`src/rtl/shadow_queue.sv`:
```
// Circular-buffer reference model of the FIFO under check; the caller decides
// which pushes and pops are legal, this block only stores and counts.
module shadow_queue #(
    parameter int WIDTH_P = 8,
    parameter int CAP_P   = 16
) (
    input  logic                     clk_i,
    input  logic                     reset_n_i,
    input  logic                     push_i,
    input  logic                     pop_i,
    input  logic [WIDTH_P-1:0]       data_i,
    output logic [WIDTH_P-1:0]       data_o,
    output logic [$clog2(CAP_P):0]   count_o
);

    localparam int PW = $clog2(CAP_P);
    localparam int CW = PW + 1;

    logic [WIDTH_P-1:0] mem [CAP_P];
    logic [PW-1:0]      wr_ptr;
    logic [PW-1:0]      rd_ptr;
    logic [CW-1:0]      count_q;

    // Storage carries no reset; the count alone decides what is meaningful.
    always_ff @(posedge clk_i) begin
        if (push_i) begin
            mem[wr_ptr] <= data_i;
        end
    end

    // Power-of-two capacity lets the pointers wrap by plain overflow.
    always_ff @(posedge clk_i or negedge reset_n_i) begin
        if (!reset_n_i) begin
            wr_ptr  <= '0;
            rd_ptr  <= '0;
            count_q <= '0;
        end else begin
            if (push_i) begin
                wr_ptr <= wr_ptr + 1'b1;
            end
            if (pop_i) begin
                rd_ptr <= rd_ptr + 1'b1;
            end
            case ({push_i, pop_i})
                2'b10:   count_q <= count_q + 1'b1;
                2'b01:   count_q <= count_q - 1'b1;
                default: count_q <= count_q;
            endcase
        end
    end

    assign data_o  = mem[rd_ptr];
    assign count_o = count_q;

endmodule

```
`config.mk`:
```
export PLATFORM = sky130hd
export DESIGN_NAME = shadow_queue
export DESIGN_NICKNAME = d
export VERILOG_FILES = /design/src/rtl/shadow_queue.sv
export SDC_FILE = /design/constraint.sdc
export NUM_CORES = 1
export LEC_CHECK = 0
export CELL_PAD_IN_SITES_DETAIL_PLACEMENT = 0
export CELL_PAD_IN_SITES_GLOBAL_PLACEMENT = 1
export CORE_MARGIN = 5
export CORE_UTILIZATION = 50
export CTS_BUF_LIST = sky130_fd_sc_hd__clkbuf_4
export CTS_CLUSTER_SIZE = 40
export DETAILED_ROUTE_END_ITERATION = 6
export DONT_BUFFER_PORTS = 1
export PLACE_DENSITY = 0.77
export SYNTH_ARGS = -nofsm -noshare
export SYNTH_HDL_FRONTEND = slang
export SYNTH_SLANG_ARGS = --single-unit
```
`constraint.sdc`:
```
create_clock -name clk_i -period 4.4 [get_ports clk_i]
set_input_delay 0.66 -clock clk_i [delete_from_list [all_inputs] [get_ports clk_i]]
set_output_delay 0.66 -clock clk_i [all_outputs]
set_load 0.03 [all_outputs]
```
### Word-level counts from Yosys, hierarchy flattened

Memories as Yosys holds them, arrays and structs flattened.
Cells that the tools add are included.

| operators by class | value |
|---|---|
| reduce and logical (&&, ||, !) cells | 1 |
| muxes and demuxes | 3 |
| eq/ne operators | 2 |
| add/subtract/negate cells | 4 |

Operator list:

| operator | count |
|---|---|
| $pmux 5 s2 | 1 |
| $add 4x1->4 const B | 2 |
| $add 5x1->5 const B | 1 |
| $sub 5x1->5 const B | 1 |
| $eq 2x1->1 const B | 1 |
| $eq 2x2->1 const B | 1 |
| $mux 1 | 2 |
| $reduce_bool 2->1 | 1 |

| word-level totals | value |
|---|---|
| RAM bits | 128 |
| output and inout port bits | 13 |
| register bits | 13 |
| memories | 1 |

Memories:

| name | words | width | rd ports | clocked after Yosys merged registers in | write ports | line | text |
|---|---|---|---|---|---|---|---|
| mem | 16 | 8 | 1 | 0 | 1 | 19 | `logic [WIDTH_P-1:0] mem [CAP_P];` |

### Depth between registers and ports, before layout

Gate-level depths: netlist of run 1.

| logic depth | value |
|---|---|
| depth in word-level cells | 2 |
| gate-level depth with buffers | 10 |
| gate-level depth less buffers | 8 |

### Worst setup path before layout of run 1

No wires, ideal clock.

| timing path | value |
|---|---|
| path type | in2reg |
| from | in push_i |
| to | reg count_q[2], in the netlist count_o[2] |
| cell stages on the path | 10 |
| buffers on the path | 2 |
| data arrival time | 2.219 ns |
| setup time | 0.140 ns |
| slack | 2.041 ns |
| required time | 4.260 ns |
| cells stage by stage | clkbuf_1 -> inv_1 -> ha_1 -> buf_2 -> xor2_1 -> ha_1 -> a21oi_1 -> xor2_1 -> nor2_1 -> xor2_1 |

| on the way | value |
|---|---|
| cells in the longest elaborated chain, start to end | 2 |
| elaborated cells between the ends (all ways) | 4 |
| classes of those cells | 2 x eq/ne; 1 x mux; 1 x reduce/logical |

Ends and longest elaborated chain:

| item | line | text |
|---|---|---|
| start, declared | 9 | `input logic push_i,` |
| $eq 2x1->1 or $eq 2x2->1 (tied branches) | 44 | `case ({push_i, pop_i})` |
| $pmux 5 s2 or $reduce_bool 2->1 (tied branches) | - |  |
| end signal, assigned | 45 | `2'b10: count_q <= count_q + 1'b1;` |
| end signal, assigned | 46 | `2'b01: count_q <= count_q - 1'b1;` |
| end signal, assigned | 47 | `default: count_q <= count_q;` |
| end, declared | 22 | `logic [CW-1:0] count_q;` |

Parallel ways exist; a longest one is shown, timed or not.
A chain may end at the register's enable or synchronous reset.

### Final worst setup path of run 1

| timing path | value |
|---|---|
| from | reg rd_ptr[0] |
| to | out data_o[1] |

| on the way | value |
|---|---|
| cells in the longest elaborated chain, start to end | 1 |

Ends and longest elaborated chain:

| item | line | text |
|---|---|---|
| start, declared | 21 | `logic [PW-1:0] rd_ptr;` |
| start signal, assigned | 42 | `rd_ptr <= rd_ptr + 1'b1;` |
| $mem_v2 16x8 | - |  |
| end, declared | 12 | `output logic [WIDTH_P-1:0] data_o,` |

No other way between the ends.

==> results of run 1 <==
worst min path at each step:
| stage | from | endpoint | slack [ns] |
|---|---|---|---|
| after floorplan | reset_n_i | count_o[0]$_DFFE_PN0P_ | 0.36 |
| after global placement | reset_n_i | wr_ptr[0]$_DFFE_PN0P_ | 0.36 |
| after detailed placement | reset_n_i | wr_ptr[1]$_DFFE_PN0P_ | 0.37 |
| after CTS | push_i | wr_ptr[0]$_DFFE_PN0P_ | 0.17 |
| after global routing | data_i[4] | mem[5][4]$_DFFE_PP_ | 0.14 |
| final | push_i | wr_ptr[0]$_DFFE_PN0P_ | 0.22 |
worst max-delay path, cell delays in order (launching register included):
cell	delay, ns
dfrtp_2	0.86
buf_4	0.29
mux4_1	0.55
a22oi_1	0.25
nand2_1	0.25
metal layers:
metal  up-vias  wire [um]  global-route usage (%)
met4         0         48                    5.44
met5         -          0                       0
met1      1329       4210                    20.9
li1       1192          -                       -
met2        87       5550                    26.0
met3         2        705                    5.25
cells in the final DEF (no fill, tap or decap), types with 2 or more instances in the layout:
| master | n |
|---|---|
| bufinv_16 | 5 |
| xor2_1 | 7 |
| nand4_1 | 3 |
| clkbuf_4 | 18 |
| nor3_1 | 2 |
| clkinvlp_4 | 2 |
| mux2_2 | 2 |
| nand2_1 | 12 |
| buf_4 | 2 |
| nor2b_1 | 2 |
| mux4_1 | 16 |
| dfrtp_2 | 2 |
| nor2_1 | 5 |
| a22oi_1 | 16 |
| inv_1 | 4 |
| xnor2_1 | 5 |
| a21oi_1 | 2 |
| and2_1 | 17 |
| nor3b_1 | 2 |
| ha_1 | 9 |
| dfrtp_1 | 11 |
| edfxtp_1 | 128 |
| mux4_2 | 16 |
| clkinv_4 | 4 |
| o21ai_0 | 4 |
what timing repair did:
action,CTS,global route
endpoints found under the hold margin,13,0
buffers inserted,0,0
hold buffers,1,0
power breakdown:
group / switching [mW] / internal [mW] / leakage [nW]
Clock: 0.459 / 0.517 / 0.180
Sequential: 0.268 / 1.64 / 1.31
Combinational: 0.568 / 0.452 / 0.597
kinds of logic (layout without fill, tap and decap cells):
logic type / Yosys count / after routing / share of synthesized area [%]
mux: 34 / 34 / 13.9
simple gates: 48 / 48 / 4.60
fa+ha+maj: 9 / 9 / 1.95
flops: 141 / 141 / 72.3
compound gates: 25 / 25 / 3.02
buf+inv: 18 / 39 / 2.41
xor+xnor: 12 / 12 / 1.82
area by class of cell:
cell class / instances / area [um2]
fillers: 848 / 5170
well taps: 143 / 179
flip-flops and latches: 141 / 4170
inverters: 4 / 15.0
clock inverters: 14 / 218
clock buffers: 18 / 135
repair buffers: 3 / 25.0
multi-input cells: 128 / 1460
flip-flops by register name (all words and copies together) (netlist names):
| name | cells |
|---|---|
| wr_ptr | 4 |
| rd_ptr | 4 |
| count_o | 5 |
| mem | 128 |
==> impl_metrics.tcl, run 1 <==
set metrics [dict create \
    status "finished, final reports clean" \
    fin_util_pct 54.6 \
    crit_path_max_fanout 24 \
    hold_viol 0 \
    hold_depth 1 \
    grt_max_degree 36 \
    place_area_um2 5840 \
    slew_headroom_pct 46.4 \
    grt_pass1_vias 2806 \
    antenna_left 0 \
    p_per_area_nw_per_um2 629 \
    skew_ns 0.0151 \
    rsz0062_at_grt "no" \
    drcViolationCount 0 \
    yosys_warnings 0 \
    clk_path_buf_depth 2 \
    clock-root-buffer "clkbuf_4" \
    ys_async_sr_fraction_pct 9.22 \
    cp-startpoint "rd_ptr[0]$_DFFE_PN0P_" \
    drtPass1Iterations 4 \
    yosysSeqAreaShare_pct 72.3 \
    area_growth_pct 7.55 \
    p_leak_nw 2.08 \
    cts_resized 0 \
    synth_flop_cell "edfxtp_1" \
    hold_path.class "in -> reg" \
    die_h_um 117 \
    die_area_um2 13800 \
    drt-wirelength-per-cell_um 23.3 \
    fin_ws_ns 1.01 \
    synth.largest_area_cell "edfxtp_1" \
    ios 25 \
    via_per_inst 5.79 \
    min_period_over_period_pct 77.0 \
    drv_slew 0 \
    ys_seq_elements 141 \
    wirelength_um 10500 \
    coreArea_um2 11400 \
    synth_enable_flop_cells 128 \
    antenna_found_initial 0 \
    postLayoutCellArea_um2 6200 \
    cts_made_buffers 17 \
    crit_end "data_o[1]" \
    grtUsageTotal_pct 16.2 \
    grt_pass1_wl_um 16600 \
    drive_gt1_share_pct 17.2 \
    io_buffers 0 \
    globalRouteOverflowTotal 0 \
    rows 39 \
    htreeDepth 4 \
    clk_pin_slew_ns 0.12 \
    final_nets 316 \
    start_util_pct 50.7 \
    setup.worst_path.class "reg -> out" \
    required_ns 3.74 \
    setup_viol 0 \
    syn_area_um2 5770 \
    whs_ns 0.216 \
    synth_area_leaders "edfxtp_1, mux4_1, mux4_2" \
    diodes 0 \
    reg2reg_depth 6 \
    synth.most_common_cell "edfxtp_1" \
    p_total_mw 3.90 \
    dp_cells 418 \
    cts_tree "yes" \
    netlist_top_cells_count "edfxtp_1, and2_1, a22oi_1, mux4_1, mux4_2" \
    drt_iter0_drc 213 \
    r2r-end "count_o[4]$_DFFE_PN0P_" \
    worst_setup_path_start_kind "flop" \
    ir_worst_vdd_mv 0.283 \
    rrSetupSlack_ns 2.62 \
    avgSynthCellArea_um2 20.1 \
    clkSinkCount 141 \
    die_w_um 117 \
    gp_congestion 0.717 \
    endpoint_kind "primary output" \
    synth_top_area_share_pct 66.6 \
    layout_min_cycle_time_ns 3.39 \
    reg2reg_from "count_o[1]$_DFFE_PN0P_" \
    setup_tns_ns 0 \
    stdcell_count 451 \
    syn_inst 287 \
    place_ws_ns 1.51 \
    route.vias.total 2610 \
    post-dp-hpwl_um 6530 \
    critPathArrivalTime_ns 2.73 \
    syn_nets 308 \
    max_freq_ghz 0.295 \
    worstMarginPinSlew_ns 0.803 \
    yosysUniqueCellTypes 34 \
    maxCapViolations 0 \
    clk_latency_ns 0.52 \
]
Power figures use the tool's default switching activity.
==> run 2, diff against run 1 <==
==> constraint.sdc (replaced) <==
create_clock -name clk_i -period 3.15 [get_ports clk_i]
set_input_delay 0.4725 -clock clk_i [delete_from_list [all_inputs] [get_ports clk_i]]
set_output_delay 0.4725 -clock clk_i [all_outputs]
set_load 0.03 [all_outputs]
==> run 2 against run 1 <==
- register-to-register slack got worse by 1.2 ns
- clock power rose by 25%
- critical endpoint is now data_o[3]
- combinational power rose by 59%
- largest cell class unchanged
==> impl_metrics.tcl, run 2 (synthesis gave the netlist of run 1 again) <==
set metrics [dict create \
    fillers 855 \
    ios 25 \
    coreArea_um2 11400 \
    die_w_um 117 \
    clk_path_buf_depth 2 \
    clock-root-buffer "clkbuf_4" \
    use_met2_pct 27.8 \
    multi_input_area_um2 1460 \
    drtPass1Iterations 5 \
    htreeDepth 4 \
    place_area_um2 5880 \
    antenna_found_initial 0 \
    drt-wirelength-per-cell_um 23.1 \
    seqPwrFrac_pct 47.2 \
    worst_path_max_delay_cell "mux4_1" \
    dp_cells 420 \
    hold_path.class "in -> reg" \
    max_freq_ghz 0.347 \
    wirelength_um 10900 \
    whs_ns 0.0569 \
    stdcell_count 469 \
    layout_min_cycle_time_ns 2.88 \
    place_ws_ns 0.800 \
    diodes 0 \
    final-seq-area_um2 4170 \
    p_per_area_nw_per_um2 846 \
    post-dp-hpwl_um 6620 \
    area_growth_pct 10.2 \
    min_period_over_period_pct 91.6 \
    drt_iter0_drc 150 \
    io_buffers 0 \
    route.vias.total 2685 \
    via_per_inst 5.72 \
    clk_latency_ns 0.53 \
    die_h_um 117 \
    cpPeakStageDelay_ns 0.55 \
    grt_pass1_vias 2775 \
    drcViolationCount 0 \
    antenna_left 0 \
    final_common_cell "edfxtp_1" \
    crit_chain "buf_4 -> mux4_1 -> a22oi_1 -> nand2_1" \
    worst_setup_path_start_kind "flop" \
    p_total_mw 5.38 \
    clkSinkCount 141 \
    grt.busiest_layer "met2" \
    fin_util_pct 55.9 \
    crit_path_max_fanout 8 \
    fin_ws_ns 0.266 \
    layout_common_cells "edfxtp_1, clkbuf_4, and2_1, dlygate4sd3_1" \
    grtUsageTotal_pct 16.4 \
    path_delay_family "multiplexers" \
    p_switching_mw 1.83 \
    endpoint_kind "primary output" \
    slew_headroom_pct 51.7 \
    swShare_pct 34.0 \
    start_util_pct 50.7 \
    largest_register_ffs 128 \
    p_leak_nw 2.15 \
    use_met1_pct 20.8 \
    setup_viol 0 \
    postCtsHoldBufs 9 \
    critPathArrivalTime_ns 2.41 \
    skew_ns 0.0185 \
    pwr-share-comb_pct 30.2 \
    setup_tns_ns 0 \
    clk_pin_slew_ns 0.11 \
    worstMarginPinSlew_ns 0.723 \
    die_area_um2 13800 \
    cts_made_buffers 17 \
    rows 39 \
    gp_congestion 0.715 \
    grt_max_degree 26 \
    cts_resized 0 \
    post_cts_buffers 0 \
    setup.worst_path.class "reg -> out" \
    p_int_mw 3.55 \
    postLayoutCellArea_um2 6360 \
    drive_gt1_share_pct 16.9 \
    hold_viol 0 \
    status "finished, final reports clean" \
    path_buf_inv 1 \
    cts_tree "yes" \
    grt_pass1_wl_um 16700 \
    globalRouteOverflowTotal 0 \
    drv_slew 0 \
    top_register "mem" \
    rsz0062_at_grt "no" \
    final_nets 334 \
    power_frac_clock_pct 22.6 \
    use_met3_pct 4.43 \
    required_ns 2.68 \
    ir_worst_vdd_mv 0.357 \
    maxCapViolations 0 \
]
run 2: path summary, 6_finish.rpt:
path,from,end,slack (ns),cells past startpoint
min in group asynchronous,reset_n_i,wr_ptr[1]$_DFFE_PN0P_,0.41,1
worst max-delay path,rd_ptr[0]$_DFFE_PN0P_,data_o[3],0.27,4
worst max register to register,count_o[1]$_DFFE_PN0P_,count_o[4]$_DFFE_PN0P_,1.42,6
max in group asynchronous,reset_n_i,rd_ptr[0]$_DFFE_PN0P_,2.28,1
worst min register to register,rd_ptr[3]$_DFFE_PN0P_,rd_ptr[3]$_DFFE_PN0P_,0.54,1
worst min-delay path,push_i,wr_ptr[1]$_DFFE_PN0P_,0.06,1
run 2: layout make-up:
class / instances / area share (%)
clock inverters: 13 / 2.62
clock buffers: 19 / 2.24
flip-flops and latches: 141 / 65.6
repair buffers: 21 / 3.54
inverters: 4 / 0.236
multi-input cells: 128 / 23.0
well taps: 143 / 2.81
run 2: per-layer routing:
layer  vias to the layer above  part of all wire, %
li1                       1229                    -
met1                      1387                   42
met2                        55                   53
met3                        14                  3.9
met4                         0                  1.1
met5                         -                    0
run 2: worst register-to-register path, stage by stage, from the launching register on:
cell      delay (ns)
dfrtp_1         0.66
xor2_1          0.19
ha_1            0.21
nor3_1          0.06
o21ai_0         0.17
o311ai_0        0.16
xor2_1          0.17
run 2: power groups by stage:
| stage | combinational [mW] | sequential (mW) | clock [mW] |
|---|---|---|---|
| finish | 1.62 | 2.54 | 1.22 |
| global route | 1.75 | 2.58 | 1.33 |
| CTS | 1.64 | 2.54 | 1.24 |
| detailed placement | 1.62 | 2.59 | 0 |
| global placement | 1.60 | 2.58 | 0 |
| floorplan | 1.38 | 2.50 | 0 |
==> run 3, diff against run 2 <==
--- a/config.mk
+++ b/config.mk
@@ -7,13 +7,12 @@
 export LEC_CHECK = 0
 export CELL_PAD_IN_SITES_DETAIL_PLACEMENT = 0
 export CELL_PAD_IN_SITES_GLOBAL_PLACEMENT = 1
-export CORE_MARGIN = 5
-export CORE_UTILIZATION = 50
+export CORE_UTILIZATION = 25
 export CTS_BUF_LIST = sky130_fd_sc_hd__clkbuf_4
 export CTS_CLUSTER_SIZE = 40
 export DETAILED_ROUTE_END_ITERATION = 6
 export DONT_BUFFER_PORTS = 1
-export PLACE_DENSITY = 0.77
+export PLACE_DENSITY = 0.47
 export SYNTH_ARGS = -nofsm -noshare
 export SYNTH_HDL_FRONTEND = slang
 export SYNTH_SLANG_ARGS = --single-unit
==> run 3 against run 2 <==
- cell area grew 2.8%
- combinational power is 7% higher
- wire length grew 14%
- critical endpoint unchanged
- largest cell class unchanged
- largest power group unchanged
==> impl_metrics.tcl, run 3 (synthesis gave the netlist of run 1 again) <==
set metrics [dict create \
    clk_latency_ns 0.54 \
    stdcell_count 610 \
    setup_viol 0 \
    post_cts_buffers 0 \
    rsz0062_at_grt "no" \
    maxCapViolations 0 \
    drv_slew 0 \
    gp_congestion 0.683 \
    p_leak_nw 2.15 \
    hold_viol 0 \
    dp_cells 565 \
    drt-wirelength-per-cell_um 20.3 \
    skew_ns 0.0198 \
    antenna_left 0 \
    reg2reg_depth 2 \
    layout_min_cycle_time_ns 2.92 \
    globalRouteOverflowTotal 0 \
    min_period_over_period_pct 92.8 \
    crit_path_max_fanout 11 \
    slew_headroom_pct 56.4 \
    drtPass1Iterations 4 \
    die_area_um2 23700 \
    clkSinkCount 141 \
    drt_iter0_drc 205 \
    status "finished, final reports clean" \
    start_util_pct 25.5 \
    clock-root-buffer "clkbuf_4" \
    setup_tns_ns 0 \
    worst_setup_path_start_kind "flop" \
    clk_pin_slew_ns 0.12 \
    hold_depth 2 \
    final_nets 331 \
    clk_path_buf_depth 2 \
    max_freq_ghz 0.342 \
    antenna_found_initial 2 \
    grt_max_degree 33 \
    multi_input_area_um2 1460 \
    cts_tree "yes" \
    htreeDepth 4 \
    route.vias.total 2681 \
    setup.worst_path.class "reg -> out" \
    grtUsageTotal_pct 11.0 \
    area_growth_pct 13.3 \
    whs_ns 0.0589 \
    p_per_area_nw_per_um2 860 \
    grt_pass1_wl_um 18100 \
    grt_pass1_vias 2774 \
    final-seq-area_um2 4170 \
    endpoint_kind "primary output" \
    fillers 2207 \
    postLayoutCellArea_um2 6530 \
    final_common_cell "edfxtp_1" \
    critPathArrivalTime_ns 2.45 \
    layout_common_cells "edfxtp_1, clkbuf_4, and2_1" \
    rows 55 \
    drcViolationCount 0 \
    place_area_um2 6080 \
    die_h_um 154 \
    drive_gt1_share_pct 18.0 \
    wirelength_um 12400 \
    hold_path.class "in -> reg" \
    post-dp-hpwl_um 7940 \
    cts_made_buffers 17 \
    ios 25 \
    via_per_inst 4.40 \
    ir_worst_vdd_mv 0.306 \
    largest_register_ffs 128 \
    coreArea_um2 22600 \
    top_register "mem" \
    worstMarginPinSlew_ns 0.651 \
    io_buffers 0 \
    required_ns 2.68 \
    die_w_um 154 \
    p_total_mw 5.62 \
]
run 3: metrics by stage:
| stage | worst slack, ns | utilization [%] |
|---|---|---|
| after CTS | 0.124 | 28.8 |
| after detailed placement | 0.744 | 26.9 |
| after global placement | 0.773 | 26.9 |
| final | 0.226 | 28.9 |
| after global routing | 0.00662 | 28.9 |
| after floorplan | 0.979 | - |
run 3: routing by layer:
metal | global-route usage [%] | up-vias | part of all wire (%)
li1 | - | 1222 | -
met1 | 13.2 | 1413 | 44
met2 | 18.6 | 38 | 52
met3 | 3.13 | 8 | 2.7
met4 | 4.19 | 0 | 1.2
met5 | 0 | - | 0
run 3: area by class of cell:
| cell class | instances | share of cell area [%] |
|---|---|---|
| Multi-Input combinational cell | 128 | 22.3 |
| Inverter | 4 | 0.230 |
| Clock inverter | 14 | 3.12 |
| Sequential cell | 141 | 63.8 |
| Antenna cell | 2 | 0.0766 |
| Clock buffer | 18 | 2.07 |
| Timing Repair Buffer | 18 | 2.87 |
| Tap cell | 285 | 5.46 |
run 3: worst paths after layout:
kind                                               end  slack (ns)                   from
worst max-delay path                         data_o[3]        0.23  rd_ptr[0]$_DFFE_PN0P_
worst min register to register   wr_ptr[3]$_DFFE_PN0P_        0.54  wr_ptr[3]$_DFFE_PN0P_
worst max register to register     mem[8][5]$_DFFE_PP_        1.34  wr_ptr[2]$_DFFE_PN0P_
max in group asynchronous        rd_ptr[0]$_DFFE_PN0P_        2.30              reset_n_i
min in group asynchronous       count_o[1]$_DFFE_PN0P_        0.39              reset_n_i
worst min-delay path             wr_ptr[1]$_DFFE_PN0P_        0.06                 push_i
run 3: report_power, final:
group	leakage [nW]	internal, mW	switching (mW)
logic	0.672	0.711	1.02
registers	1.31	2.29	0.240
clock network	0.171	0.655	0.703
run 3: worst max-delay path, stage by stage, from the launching register on:
cell	delay [ns]
dfrtp_2	0.55
buf_4	0.29
mux4_1	0.59
a22oi_1	0.24
nand2_1	0.24
run 3: what timing repair did:
item | 4_1_cts | 5_1_grt
hold buffers | 11 | 0
gates resized for setup | 0 | 0
endpoints found under the hold margin | 144 | 0
endpoints found under the setup margin | 0 | 0
